## src/rtl/tpram_stream_fifo.sv

```systemverilog
// ---------------------------------------------------------------------------
// tpram_stream_fifo
//   Streaming FIFO controller around one std_tpram64x288 two-port RAM.
//   The write stream (valid/ready) is turned into active-low RAM write strobes.
//   Reads are issued ahead into a 2-entry skid buffer. This hides the RAM's
//   1-cycle registered read latency, so the output stream can move one beat
//   per cycle.
//
//   Handshake rule on both streams: a beat transfers in every cycle where
//   valid and ready are both 1 at the rising clock edge. While valid=1 and
//   ready=0, the sender holds valid and data stable.
//
// Ports
//   clk, rst_n           single clock (also the RAM clock), async active-low reset
//   flush                synchronous clear of all contents, highest priority
//   s_valid/s_ready/s_data   write stream in
//   m_valid/m_ready/m_data   read stream out (m_data = skid head)
//   ram_wceb/ram_waddr/ram_wdata   RAM write port (WCEB active low)
//   ram_rceb/ram_raddr/ram_rdata   RAM read port (RCEB active low,
//                                  RDATA valid the cycle after RCEB=0)
//   level                words held: RAM + in-flight read + skid (0..DEPTH+2)
// ---------------------------------------------------------------------------
module tpram_stream_fifo #(
    parameter int DW    = 288,
    parameter int AW    = 6,
    parameter int DEPTH = 64
) (
    input  logic          clk,
    input  logic          rst_n,
    input  logic          flush,
    input  logic          s_valid,
    output logic          s_ready,
    input  logic [DW-1:0] s_data,
    output logic          m_valid,
    input  logic          m_ready,
    output logic [DW-1:0] m_data,
    output logic          ram_wceb,
    output logic [AW-1:0] ram_waddr,
    output logic [DW-1:0] ram_wdata,
    output logic          ram_rceb,
    output logic [AW-1:0] ram_raddr,
    input  logic [DW-1:0] ram_rdata,
    output logic [AW+1:0] level
);

    localparam logic [AW:0] DEPTH_C = (AW+1)'(DEPTH);

    logic [AW-1:0] wptr_q, wptr_d;
    logic [AW-1:0] rptr_q, rptr_d;
    logic [AW:0]   ram_cnt_q, ram_cnt_d;
    logic          rd_inflight_q, rd_inflight_d;
    logic [1:0]    skid_cnt_q, skid_cnt_d;
    logic [DW-1:0] skid0_q, skid0_d;   // head entry
    logic [DW-1:0] skid1_q, skid1_d;
    logic [AW+1:0] level_q, level_d;

    logic          wr;
    logic          rd;
    logic          pop;
    logic [1:0]    cap_idx;

    assign s_ready = (ram_cnt_q != DEPTH_C) & ~flush;
    assign m_valid = (skid_cnt_q != 2'd0);
    assign m_data  = skid0_q;
    assign pop     = m_valid & m_ready;

    // RAM strobes are gated with rst_n so that the RAM sees no access while
    // reset is held, even though s_ready reads 1 during reset.
    assign wr = s_valid & s_ready & rst_n;

    // Issue a read only when the skid buffer is sure to have room for the
    // word when it returns next cycle. Count the entry leaving this cycle.
    assign rd = (ram_cnt_q != '0)
              & ((3'(skid_cnt_q) + 3'(rd_inflight_q)) < (3'd2 + 3'(pop)))
              & ~flush & rst_n;

    assign ram_wceb  = ~wr;
    assign ram_waddr = wptr_q;
    assign ram_wdata = s_data;
    assign ram_rceb  = ~rd;
    assign ram_raddr = rptr_q;
    assign level     = level_q;

    always_comb begin
        wptr_d        = wptr_q;
        rptr_d        = rptr_q;
        ram_cnt_d     = ram_cnt_q;
        rd_inflight_d = rd_inflight_q;
        skid_cnt_d    = skid_cnt_q;
        skid0_d       = skid0_q;
        skid1_d       = skid1_q;
        cap_idx       = 2'd0;

        if (flush) begin
            // Drop everything, including a read whose data returns this cycle.
            wptr_d        = '0;
            rptr_d        = '0;
            ram_cnt_d     = '0;
            rd_inflight_d = 1'b0;
            skid_cnt_d    = 2'd0;
        end else begin
            // DEPTH == 2**AW, so the pointers wrap through natural overflow.
            wptr_d        = wptr_q + AW'(wr);
            rptr_d        = rptr_q + AW'(rd);
            ram_cnt_d     = ram_cnt_q + (AW+1)'(wr) - (AW+1)'(rd);
            rd_inflight_d = rd;

            if (pop) begin
                skid0_d = skid1_q;
            end
            // The returning word goes in right behind the entries that remain
            // after this cycle's pop.
            if (rd_inflight_q) begin
                cap_idx = skid_cnt_q - 2'(pop);
                if (cap_idx == 2'd0) begin
                    skid0_d = ram_rdata;
                end else begin
                    skid1_d = ram_rdata;
                end
            end
            skid_cnt_d = skid_cnt_q + 2'(rd_inflight_q) - 2'(pop);
        end

        level_d = (AW+2)'(ram_cnt_d) + (AW+2)'(rd_inflight_d) + (AW+2)'(skid_cnt_d);
    end

    always_ff @(posedge clk or negedge rst_n) begin
        if (!rst_n) begin
            wptr_q        <= '0;
            rptr_q        <= '0;
            ram_cnt_q     <= '0;
            rd_inflight_q <= 1'b0;
            skid_cnt_q    <= 2'd0;
            skid0_q       <= '0;
            skid1_q       <= '0;
            level_q       <= '0;
        end else begin
            wptr_q        <= wptr_d;
            rptr_q        <= rptr_d;
            ram_cnt_q     <= ram_cnt_d;
            rd_inflight_q <= rd_inflight_d;
            skid_cnt_q    <= skid_cnt_d;
            skid0_q       <= skid0_d;
            skid1_q       <= skid1_d;
            level_q       <= level_d;
        end
    end

endmodule

```

## config.mk

```make
export PLATFORM = sky130hd
export DESIGN_NAME = tpram_stream_fifo
export DESIGN_NICKNAME = d
export VERILOG_FILES = /design/src/rtl/tpram_stream_fifo.sv
export SDC_FILE = /design/constraint.sdc
export NUM_CORES = 1
export LEC_CHECK = 0
export CAP_MARGIN = 20
export CELL_PAD_IN_SITES_DETAIL_PLACEMENT = 1
export CELL_PAD_IN_SITES_GLOBAL_PLACEMENT = 1
export CORE_AREA = 2 2 465 467
export CTS_CLUSTER_SIZE = 20
export DETAILED_ROUTE_END_ITERATION = 7
export DIE_AREA = 0 0 467 469
export PLACE_DENSITY = 0.44
export SLEW_MARGIN = 15
export SYNTH_ARGS = -nofsm -noshare
export SYNTH_HDL_FRONTEND = slang
export SYNTH_SLANG_ARGS = --single-unit
```

## constraint.sdc

```tcl
create_clock -name clk -period 3.5 [get_ports clk]
set_input_delay 0.7 -clock clk [delete_from_list [all_inputs] [get_ports clk]]
set_output_delay 0.7 -clock clk [all_outputs]
set_load 0.005 [all_outputs]
```

Word-level counts from Yosys, hierarchy flattened. Cells that the tools add are included.

Add/subtract/negate cells: 11. Order comparisons: 1. Eq/ne operators: 1. Multiplexer cells: 8. Bitwise operators: 11. Reductions and logical operators: 4.

Operators by type and width (number): $mux 288 (3); $add 6x1->6 (2); $mux 6 (2); $add 7x1->8 (1); $add 8x2->8 (1); $add 7x1->7 (1); $and 1x1->1 (7); $mux 7 (1); $ne 7x7->1 const B (1); $reduce_bool 7->1 (1); $sub 7x1->7 (1); $not 1->1 (4); $sub 2x1->2 (2); $add 2x1->3 (1); $add 2x1->3 const A (1); $lt 3x3->1 (1); $reduce_and 3->1 (1); $add 2x1->2 (1); $logic_not 2->1 (1); $mux 2 (1); $reduce_bool 2->1 (1); $mux 1 (1).

Register bits after elaboration: 606. Input bits: 581. Output and inout bits: 600.

Depth between registers and ports, before layout. Gate-level depths: netlist of the first run.

Depth in word-level cells: 11. Mapped depth: 16. Mapped depth without buffers: 16.

Worst setup path before layout of the first run. No wires, ideal clock.

Path kind: input to register. From: in flush. To: reg level_q[6] (netlist: level[6]). Setup time: 0.080 ns. Data arrival time: 3.527 ns. Required time: 3.420 ns. Setup slack: -0.107 ns. Stages on the path: 13. Path buffers: 1. Path through: clkbuf_1 > nor2b_1 > and4b_1 > ha_1 > inv_1 > ha_1 > fa_1 > nand2b_1 > fa_1 > nor3_1 > o21ai_0 > a2111oi_2 > xnor2_1.

Cells in the longest elaborated chain, start to end: 9.

Ends and longest elaborated chain: from (decl) (RTL line 30) `input logic flush,`; $not 1->1 (RTL line 62, 75); $and 1x1->1 (RTL line 62) `assign s_ready = (ram_cnt_q != DEPTH_C) & ~flush;`; $and 1x1->1 (2 in a row) (RTL line 69) `assign wr = s_valid & s_ready & rst_n;`; $add 7x1->7 (RTL line 105) `ram_cnt_d = ram_cnt_q + (AW+1)'(wr) - (AW+1)'(rd);`; $sub 7x1->7 (RTL line 105); $mux 7 (RTL line 94) `if (flush) begin`; $add 7x1->8 (RTL line 124) `level_d = (AW+2)'(ram_cnt_d) + (AW+2)'(rd_inflight_d) + (AW+2)'(skid_cnt_d);`; $add 8x2->8 (*) (RTL line 124); net level_d[6] (RTL line 55) `logic [AW+1:0] level_q, level_d;`; to (signal assigned) (RTL line 145) `level_q <= level_d;`; to (decl) (RTL line 55).

The timed path passes the listed nets; every way through them passes the cells marked *. A chain may end at the register's enable or synchronous reset.

Worst setup path after layout of the first run.
From: reg ram_cnt_q[2]. To: reg level_q[4] (netlist: level[4]).

Cells in the longest elaborated chain, start to end: 9.

Ends and longest elaborated chain: from (decl) (RTL line 50) `logic [AW:0] ram_cnt_q, ram_cnt_d;`; from (signal assigned) (RTL line 140) `ram_cnt_q <= ram_cnt_d;`; $ne 7x7->1 (RTL line 62); $and 1x1->1 (RTL line 62); $and 1x1->1 (2 in a row) (RTL line 69); $add 7x1->7 (RTL line 105); $sub 7x1->7 (RTL line 105); $mux 7 (RTL line 94); $add 7x1->8 (*) (RTL line 124); $add 8x2->8 (*) (RTL line 124); net level_d[4] (RTL line 55).

Marked as above.

==> impl_metrics.py, run 1 <==
metrics = {
    "outcome": {
        "status": "complete, no violations",
    },
    "global_route": {
        "grt_max_degree": 151,
        "overflow": 0,
        "grt_use_total": 0.1069,
        "antenna_found_initial": 15,
        "grt_pass1_wl_um": 168900,
        "grt_pass1_vias": 21224,
    },
    "die": {
        "coreArea_mm2": 0.2138,
        "dieWidth_um": 467,
        "dieArea_mm2": 0.2190,
        "num_rows": 170,
        "ioPinCount": 1181,
        "start_util": 0.1264,
        "die_h_um": 469,
    },
    "power_and_ir_drop": {
        "peakVddDrop_v": 0.0004045,
        "power.density_mw_per_mm2": 832.3,
        "power.leakage_nw": 14.99,
    },
    "synthesis": {
        "yosysMostFrequentCell": "dfrtp_1",
        "synthArstFlopShare": 1.000,
        "syn_avg_cell_area_um2": 11.56,
        "synth_common_cells": "dfrtp_1 (606), buf_4 (313), nand2_1 (292)",
        "synthCells": 2336,
        "synth_area_mm2": 0.02701,
        "ys_seq_elements": 606,
        "synth_cell_types": 40,
        "synth_top_area_frac": 0.5613,
        "synth_area_leaders": "dfrtp_1 (56%), mux2_2 (12%), buf_4 (8.7%)",
        "yosys_warnings": 0,
        "yosysSeqAreaShare": 0.5613,
        "synth-edff-count": 0,
        "yosysTopAreaCell": "dfrtp_1",
        "syn-num-nets": 2938,
        "synth-main-ff-cell": "dfrtp_1",
    },
    "setup_path": {
        "cp.arrival_ps": 4050,
        "crit_type": "flip-flop to flip-flop",
        "r2r_end": "level[4]",
        "r2r_cells": 16,
        "crit_path_end_kind": "flip-flop",
        "crit_required_ps": 4080,
        "r2r_slack_ps": 40,
        "worstSetupStartpoint": "ram_cnt_q[2]",
        "critPathMaxFanout": 2,
        "reg2reg_from": "ram_cnt_q[2]",
        "cp-start-kind": "flip-flop",
    },
    "placed_design": {
        "port_buffers": 604,
        "dp_slack_ps": -690.8,
        "place_inst": 5453,
        "dp_hpwl_um": 87990,
        "gp_congestion": 0.7662,
    },
    "cells_and_area": {
        "final_cells": 5624,
        "multi_input_area_mm2": 0.009009,
        "layout-drive-gt1-share": 0.2164,
        "fin_nets": 3321,
        "areaGrowthSynthToFinish_pct": 40.98,
        "fillers": 24332,
        "regArea_mm2": 0.01516,
    },
    "drt": {
        "dr.pass1.iters": 5,
        "ant_nets": 0,
        "route.detailed.drc": 0,
        "via_count": 19594,
        "avgRoutedWirePerCell_um": 21.53,
        "wl_um": 121100,
        "vias_per_cell": 3.484,
        "first_iter_violations": 926,
    },
    "sta": {
        "timing.fmax_mhz": 288.7,
        "drv_slew": 0,
        "period_minus_slack_ps": 3463,
        "finalHoldViolCount": 0,
        "worst_slew_pin_slew_ps": 1025,
        "rsz0062_at_grt": "true",
        "post-route-worst-setup-slack_ps": 36.72,
        "setup_viol": 0,
        "fin_crit_sh": 0.9895,
        "slew_headroom": 0.3167,
        "skew_ps": 39.63,
    },
    "clocking": {
        "htree_num_levels": 3,
        "clk_latency_ps": 700,
        "postCtsHoldBufs": 0,
        "cts.sinks": 606,
        "clk_pin_slew_ps": 60,
        "cts_buffers": 81,
        "cts_buffer_depth": 3,
        "cts_tree": "yes",
        "root_buffer": "clkbuf_16",
    },
    "run": {
        "cap_viol_max_count": 0,
    },
    "hold_path": {
        "hold_class": "input pin to asynchronous set/reset pin",
    },
}
[state kept, by name (all words and copies together) (netlist names)]
name           count
ram_waddr          6
skid1_q          288
rd_inflight_q      1
m_data           288
ram_cnt_q          7
level              8
ram_raddr          6
skid_cnt_q         2
[per-layer routing]
layer,GRT usage,vias up,routed length [um]
met1,0.1118,9872,43480
met5,0.004978,-,182
met2,0.1715,771,56520
met4,0.06173,6,7318
li1,-,8677,-
met3,0.05489,268,13580
[kinds of logic after synthesis]
logic type,Yosys count,share of synthesized area
AND/OR/NAND/NOR,339,0.05081
adder cells (fa/ha/maj),21,0.01056
AO/OA/AOI/OAI,594,0.1376
XOR/XNOR,18,0.006114
flip-flops,606,0.5613
multiplexers,289,0.1204
buffers and inverters,469,0.1131
[metrics by stage]
stage	setup TNS (ps)	total power, mW	instance area, um^2	hold slack (ps)	util
after global placement	-2925	22.95	35000	459.6	0.1637
after CTS	-180.7	32.33	37940	232.8	0.1775
final	0	31.70	38090	241.2	0.1782
after detailed placement	-3142	23.20	35000	471.5	0.1637
after global routing	-302.3	33.95	38080	250.7	0.1781
after floorplan	0	16.93	27030	404.4	-
[placed cells by master, fill, tap and decap left out, drive strengths merged]
cell type and instances:
nand3b 1, and3 2, nor3b 1, inv 22
mux2i 1, buf 147, and4b 2, clkinvlp 4
nor4bb 2, a21o 2, xnor2 12, clkinv 15
dfrtp 606, nand3 6, clkbuf 123, xor2 6
or3 1, nand2 292, fa 3, o21ai 292
or2 1, a2111oi 1, nor4b 1, a22oi 288
clkdlybuf4s50 601, bufinv 2, ha 18, nor3 2
dlymetal6s2s 1, a21oi 8, nand2b 4, nor2 16
nor2b 8, mux2 288, a31oi 1, o21bai 2
diode 4
[timing repair]
item | in CTS | in global routing
pin swaps | 11 | 6
resized for setup | 20 | 21
buffers inserted | 16 | 6
endpoints found under the hold margin | 0 | 0
cloned | 0 | 0
setup endpoints to repair | 5 | 9
[worst max-delay path by stage]
| stage | endpoint | slack, ps | cells after the start |
|---|---|---|---|
| after global routing | level[4] | -100 | 17 |
| final | level[4] | 40 | 16 |
| after detailed placement | level[5] | -690 | 16 |
| after floorplan | level[6] | 30 | 13 |
| after global placement | level[5] | -700 | 16 |
| after CTS | level[6] | -70 | 15 |
[critical path, cell delays in order, from the launching register on]
cell and delay (ps):
dfrtp_1 380, inv_2 80, ha_4 130, nor4bb_4 320, nand2b_1 110, and4b_1 250
ha_4 290, inv_2 40, ha_4 150, fa_1 470, nand2b_1 100, fa_2 390
nor3_4 150, o21ai_2 100, buf_4 140, buf_4 130, xnor2_2 120
[report_power, final]
part / total (mW) / leakage, nW / switching, mW / internal [mW]
registers: 11.9 / 7.58 / 1.73 / 10.2
clock network: 8.55 / 1.33 / 3.56 / 4.99
logic: 11.3 / 6.09 / 5.04 / 6.21
total: 31.7 / 15.0 / 10.3 / 21.4
[area by class of cell]
type	count	area share
flip-flops and latches	606	0.3982
multi-input cells	1261	0.2365
repair buffers	749	0.1983
well taps	2838	0.09323
clock buffers	123	0.06422
clock inverters	23	0.007359
inverters	20	0.001971
diodes	4	0.0002628
(Power assumes the default switching activity.)
==> inputs of run 2 (changes only) <==
--- a/config.mk
+++ b/config.mk
@@ -13,6 +13,7 @@
 export DETAILED_ROUTE_END_ITERATION = 7
 export DIE_AREA = 0 0 467 469
 export PLACE_DENSITY = 0.44
+export SKIP_CTS_REPAIR_TIMING = 1
 export SLEW_MARGIN = 15
 export SYNTH_ARGS = -nofsm -noshare
 export SYNTH_HDL_FRONTEND = slang
==> run 2 against run 1 <==
Net effect: the flow now finishes with violations (setup timing); clock power barely moved; sequential power about the same; final cell count down 0.28%; largest cell class unchanged.
==> impl_metrics.py, run 2 (synthesized netlist as in run 1, its figures left out) <==
metrics = {
    "outcome": {
        "status": "finished with violations",
        "violations": "setup timing",
    },
    "clocking": {
        "root_buffer": "clkbuf_16",
        "clk_pin_slew_ps": 60,
        "cts_buffers": 81,
        "cts_buffer_depth": 3,
        "cts.sinks": 606,
        "clk_latency_ps": 700,
        "htree_num_levels": 3,
        "cts_tree": "yes",
    },
    "global_route": {
        "grt_pass1_vias": 21100,
        "grt_pass1_wl_um": 168300,
        "overflow": 0,
        "grt_use_total": 0.1065,
        "grt_max_degree": 151,
        "antenna_found_initial": 15,
    },
    "placed_design": {
        "dp_slack_ps": -690.8,
        "place_inst": 5453,
        "place_area_mm2": 0.03500,
        "port_buffers": 604,
        "dp_hpwl_um": 87990,
        "gp_congestion": 0.7662,
    },
    "cells_and_area": {
        "regArea_mm2": 0.01516,
        "final_util": 0.1774,
        "multi_input_area_mm2": 0.008972,
        "fillers": 24323,
        "layout-drive-gt1-share": 0.2100,
        "layout_common_cells": "dfrtp_1 (606), clkdlybuf4s50_1 (601), nand2_1 (292)",
        "areaGrowthSynthToFinish_pct": 40.41,
        "layout_commonest_cell": "dfrtp_1",
        "final_cells": 5608,
        "postLayoutCellArea_mm2": 0.03793,
        "fin_nets": 3306,
    },
    "sta": {
        "skew_ps": 39.54,
        "setup_viol": 1,
        "fin_crit_sh": 1.009,
        "rsz0062_at_grt": "true",
        "whs_ps": 246.4,
        "finalHoldViolCount": 0,
        "post-route-worst-setup-slack_ps": -32.91,
        "finalSetupTns_ps": -32.91,
        "drv_slew": 0,
        "slew_headroom": 0.2870,
        "period_minus_slack_ps": 3533,
        "worst_slew_pin_slew_ps": 1069,
        "timing.fmax_mhz": 283.1,
    },
    "die": {
        "coreArea_mm2": 0.2138,
        "die_h_um": 469,
        "dieArea_mm2": 0.2190,
        "dieWidth_um": 467,
        "start_util": 0.1264,
        "num_rows": 170,
        "ioPinCount": 1181,
    },
    "power_and_ir_drop": {
        "power.leakage_nw": 14.92,
        "peakVddDrop_v": 0.0004047,
        "power.density_mw_per_mm2": 831.7,
        "total_power_mw": 31.55,
    },
    "setup_path": {
        "r2r_cells": 15,
        "r2r_slack_ps": -30,
        "crit_family": "adder cells",
        "r2r_end": "level[6]",
        "reg2reg_from": "ram_cnt_q[5]",
        "cp_num_buf_inv": 2,
        "cpPeakStageDelay_ps": 480,
        "crit_path_end_kind": "flip-flop",
        "crit_chain": "inv_2, ha_4, nor4bb_4, nand2b_1, and4b_2, ha_4, inv_2, ha_4, fa_1, nand2b_1, fa_2, nor3_4, o21ai_2, a2111oi_4, xnor2_1",
        "cpMostUsedCell": "ha_4",
        "cp.arrival_ps": 4110,
        "critPathMaxFanout": 2,
        "slowest_stage": "fa_1",
        "cp-start-kind": "flip-flop",
        "crit_required_ps": 4080,
        "crit_type": "flip-flop to flip-flop",
    },
    "hold_path": {
        "hold_class": "input pin to asynchronous set/reset pin",
    },
    "drt": {
        "dr.pass1.iters": 5,
        "wl_um": 120900,
        "route.detailed.drc": 0,
        "ant_nets": 0,
        "avgRoutedWirePerCell_um": 21.56,
        "vias_per_cell": 3.490,
        "via_count": 19571,
        "first_iter_violations": 915,
    },
    "run": {
        "cap_viol_max_count": 0,
    },
}
## run 2: cell types whose count changed in the layout (fill, tap and decap cells not counted), moves of 2 or more
cell     before  now
buf_4       112   98
ha_1         12   14
inv_1        12   14
inv_2         8    6
o21ai_0      78   80
o21ai_1     212  210
## run 2: where the power goes
part	internal [mW]	total [mW]	switching [mW]
Combinational	6.10	11.1	5.01
Clock	4.99	8.55	3.56
Sequential	10.2	11.9	1.72
Total	21.3	31.5	10.3
## run 2: layout make-up
class | instances | area share
Timing Repair Buffer | 734 | 0.1960
Multi-Input combinational cell | 1261 | 0.2365
Clock inverter | 23 | 0.007389
Inverter | 20 | 0.001979
Clock buffer | 123 | 0.06449
Antenna cell | 3 | 0.0001979
Tap cell | 2838 | 0.09361
Sequential cell | 606 | 0.3998
## run 2: metal layers
metal  up-vias  part of all wire  wire [um]  global-route usage
li1       8644                 -          -                   -
met1      9854              0.36      43250              0.1115
met2       793              0.47      56420              0.1708
met3       274              0.11      13720             0.05489
met4         6             0.061       7345             0.06173
met5         -            0.0015        182            0.004978
## run 2: how the worst max path moves through the flow
stage	startpoint	endpoint	slack (ps)	depth (start not counted)
floorplan	flush	level[6]	30	13
global placement	m_ready	level[5]	-700	16
detailed placement	m_ready	level[5]	-690	16
CTS	ram_cnt_q[2]	level[5]	-350	17
global route	ram_cnt_q[5]	level[6]	-200	15
finish	ram_cnt_q[5]	level[6]	-30	15
## run 2: worst reg2reg max path, stage by stage, from the launching register on
cell and delay, ps:
dfrtp_1 390, inv_2 80, ha_4 140, nor4bb_4 320, nand2b_1 110, and4b_2 270
ha_4 280, inv_2 40, ha_4 150, fa_1 480, nand2b_1 100, fa_2 390
nor3_4 160, o21ai_2 110, a2111oi_4 300, xnor2_1 110
==> inputs of run 3 (changes only) <==
--- a/config.mk
+++ b/config.mk
@@ -12,7 +12,7 @@
 export CTS_CLUSTER_SIZE = 20
 export DETAILED_ROUTE_END_ITERATION = 7
 export DIE_AREA = 0 0 467 469
-export PLACE_DENSITY = 0.44
+export PLACE_DENSITY_LB_ADDON = 0.1
 export SKIP_CTS_REPAIR_TIMING = 1
 export SLEW_MARGIN = 15
 export SYNTH_ARGS = -nofsm -noshare
==> run 3 against run 2 <==
Net effect: the flow still finishes with violations (setup timing); non-clock buffer count shrank 19; final cell count is essentially flat; flip-flop and latch count is the same; global-route usage grew 0.12 points; register-to-register slack lost 70 ps; first-iteration DRC count shrank 20%; count of clock-buffer cells in the layout grew 12; setup slack lost 70 ps; sequential share of layout area is essentially flat; critical endpoint unchanged; largest cell class unchanged.
==> impl_metrics.py, run 3 (synthesized netlist as in run 1, its figures left out) <==
metrics = {
    "setup_path": {
        "worstSetupStartpoint": "ram_cnt_q[5]",
        "cpPeakStageDelay_ps": 470,
        "r2r_end": "level[6]",
        "cp.depth": 16,
        "crit_path_end": "level[6]",
        "cp_num_buf_inv": 3,
        "crit_family": "adder cells",
        "r2r_slack_ps": -100,
        "reg2reg_from": "ram_cnt_q[5]",
        "cp.arrival_ps": 4170,
        "crit_required_ps": 4070,
        "slowest_stage": "fa_1",
        "crit_path_end_kind": "flip-flop",
        "critPathMaxFanout": 2,
        "r2r_cells": 16,
        "crit_chain": "inv_2, ha_4, nor4bb_4, nand2b_1, and4b_1, ha_1, inv_2, ha_4, fa_1, nand2b_1, buf_4, fa_2, nor3_4, o21ai_2, a2111oi_4, xnor2_1",
        "cp-start-kind": "flip-flop",
        "crit_type": "flip-flop to flip-flop",
    },
    "global_route": {
        "grt_max_degree": 148,
        "grt_pass1_vias": 21969,
        "grt_use_total": 0.1078,
        "antenna_found_initial": 38,
        "overflow": 0,
        "grt_pass1_wl_um": 170800,
    },
    "clocking": {
        "cts_buffer_depth": 3,
        "clk_latency_ps": 710,
        "cts_tree": "yes",
        "root_buffer": "clkbuf_16",
        "clk_pin_slew_ps": 50,
        "cts_buffers": 87,
        "cts.sinks": 606,
        "htree_num_levels": 3,
    },
    "placed_design": {
        "port_buffers": 604,
        "place_inst": 5431,
        "dp_hpwl_um": 85670,
        "dp_slack_ps": -684.2,
        "gp_congestion": 0.7118,
    },
    "hold_path": {
        "hold_class": "input pin to asynchronous set/reset pin",
    },
    "power_and_ir_drop": {
        "internal_power_mw": 21.65,
        "clkPwrFrac": 0.282,
        "p_sw_mw": 10.50,
        "seq_power_share": 0.372,
        "peakVddDrop_v": 0.0003882,
        "pwr-share-comb": 0.347,
        "power.density_mw_per_mm2": 847.4,
        "switching_share": 0.3267,
        "power.leakage_nw": 14.91,
    },
    "cells_and_area": {
        "layout-drive-gt1-share": 0.2049,
        "final_util": 0.1775,
        "final_cells": 5606,
        "fin_nets": 3293,
        "layout_commonest_cell": "dfrtp_1",
        "layout_common_cells": "dfrtp_1 (606), clkdlybuf4s50_1 (600), nand2_1 (292)",
        "areaGrowthSynthToFinish_pct": 40.45,
    },
    "die": {
        "coreArea_mm2": 0.2138,
        "dieArea_mm2": 0.2190,
        "die_h_um": 469,
        "num_rows": 170,
        "dieWidth_um": 467,
        "start_util": 0.1264,
        "ioPinCount": 1181,
    },
    "sta": {
        "setup_viol": 3,
        "period_minus_slack_ps": 3603,
        "fin_crit_sh": 1.030,
        "skew_ps": 33.91,
        "worst_slew_pin_slew_ps": 1213,
        "finalHoldViolCount": 0,
        "whs_ps": 72.82,
        "slew_headroom": 0.1916,
        "drv_slew": 0,
        "timing.fmax_mhz": 277.5,
        "post-route-worst-setup-slack_ps": -103.4,
        "rsz0062_at_grt": "true",
    },
    "drt": {
        "via_count": 19655,
        "route.detailed.drc": 0,
        "first_iter_violations": 730,
        "wl_um": 121300,
        "vias_per_cell": 3.506,
        "dr.pass1.iters": 4,
        "avgRoutedWirePerCell_um": 21.63,
        "ant_nets": 0,
    },
    "outcome": {
        "violations": "setup timing",
        "status": "finished with violations",
    },
    "run": {
        "cap_viol_max_count": 0,
    },
}
-- run 3: how the worst min path moves through the flow --
stage	endpoint	slack [ps]	cells after the start
2_1_floorplan	level[0]	400	0
3_3_place_gp	m_data[176]	470	2
3_5_place_dp	m_data[252]	470	2
4_1_cts	m_data[12]	-20	2
5_1_grt	m_data[12]	20	2
6_report	m_data[9]	70	2
-- run 3: per-stage QoR --
| stage | TNS, ps | instance area (um^2) | power [mW] |
|---|---|---|---|
| 6_report | -192.0 | 37940 | 32.15 |
| 5_1_grt | -1001 | 37930 | 34.61 |
| 4_1_cts | -1773 | 37690 | 32.94 |
| 3_5_place_dp | -7983 | 34810 | 23.40 |
| 3_3_place_gp | -3727 | 34810 | 23.13 |
| 2_1_floorplan | 0 | 27030 | 16.93 |
-- run 3: power by group through the flow --
stage          combinational, mW  sequential [mW]  clock (mW)
2_1_floorplan               5.23             11.7           0
3_3_place_gp                11.1             12.0           0
3_5_place_dp                11.3             12.1           0
4_1_cts                     11.3             12.0        9.58
5_1_grt                     12.4             12.4        9.83
6_report                    11.1             11.9        9.05
-- run 3: layer usage --
layer	wire, um	GRT usage	part of all wire	vias to the layer above
met5	217	0	0.0018	-
met4	5327	0.05203	0.044	36
met3	10780	0.04379	0.089	298
met2	58840	0.1810	0.49	705
met1	46130	0.1176	0.38	9978
li1	-	-	-	8638
-- run 3: layout make-up --
| class | instances | area, um^2 |
|---|---|---|
| Clock inverter | 20 | 261.5 |
| Multi-Input combinational cell | 1261 | 8969 |
| Inverter | 20 | 77.57 |
| Fill cell | 24175 | 175800 |
| Tap cell | 2838 | 3551 |
| Timing Repair Buffer | 715 | 7273 |
| Antenna cell | 11 | 27.53 |
| Sequential cell | 606 | 15160 |
| Clock buffer | 135 | 2618 |
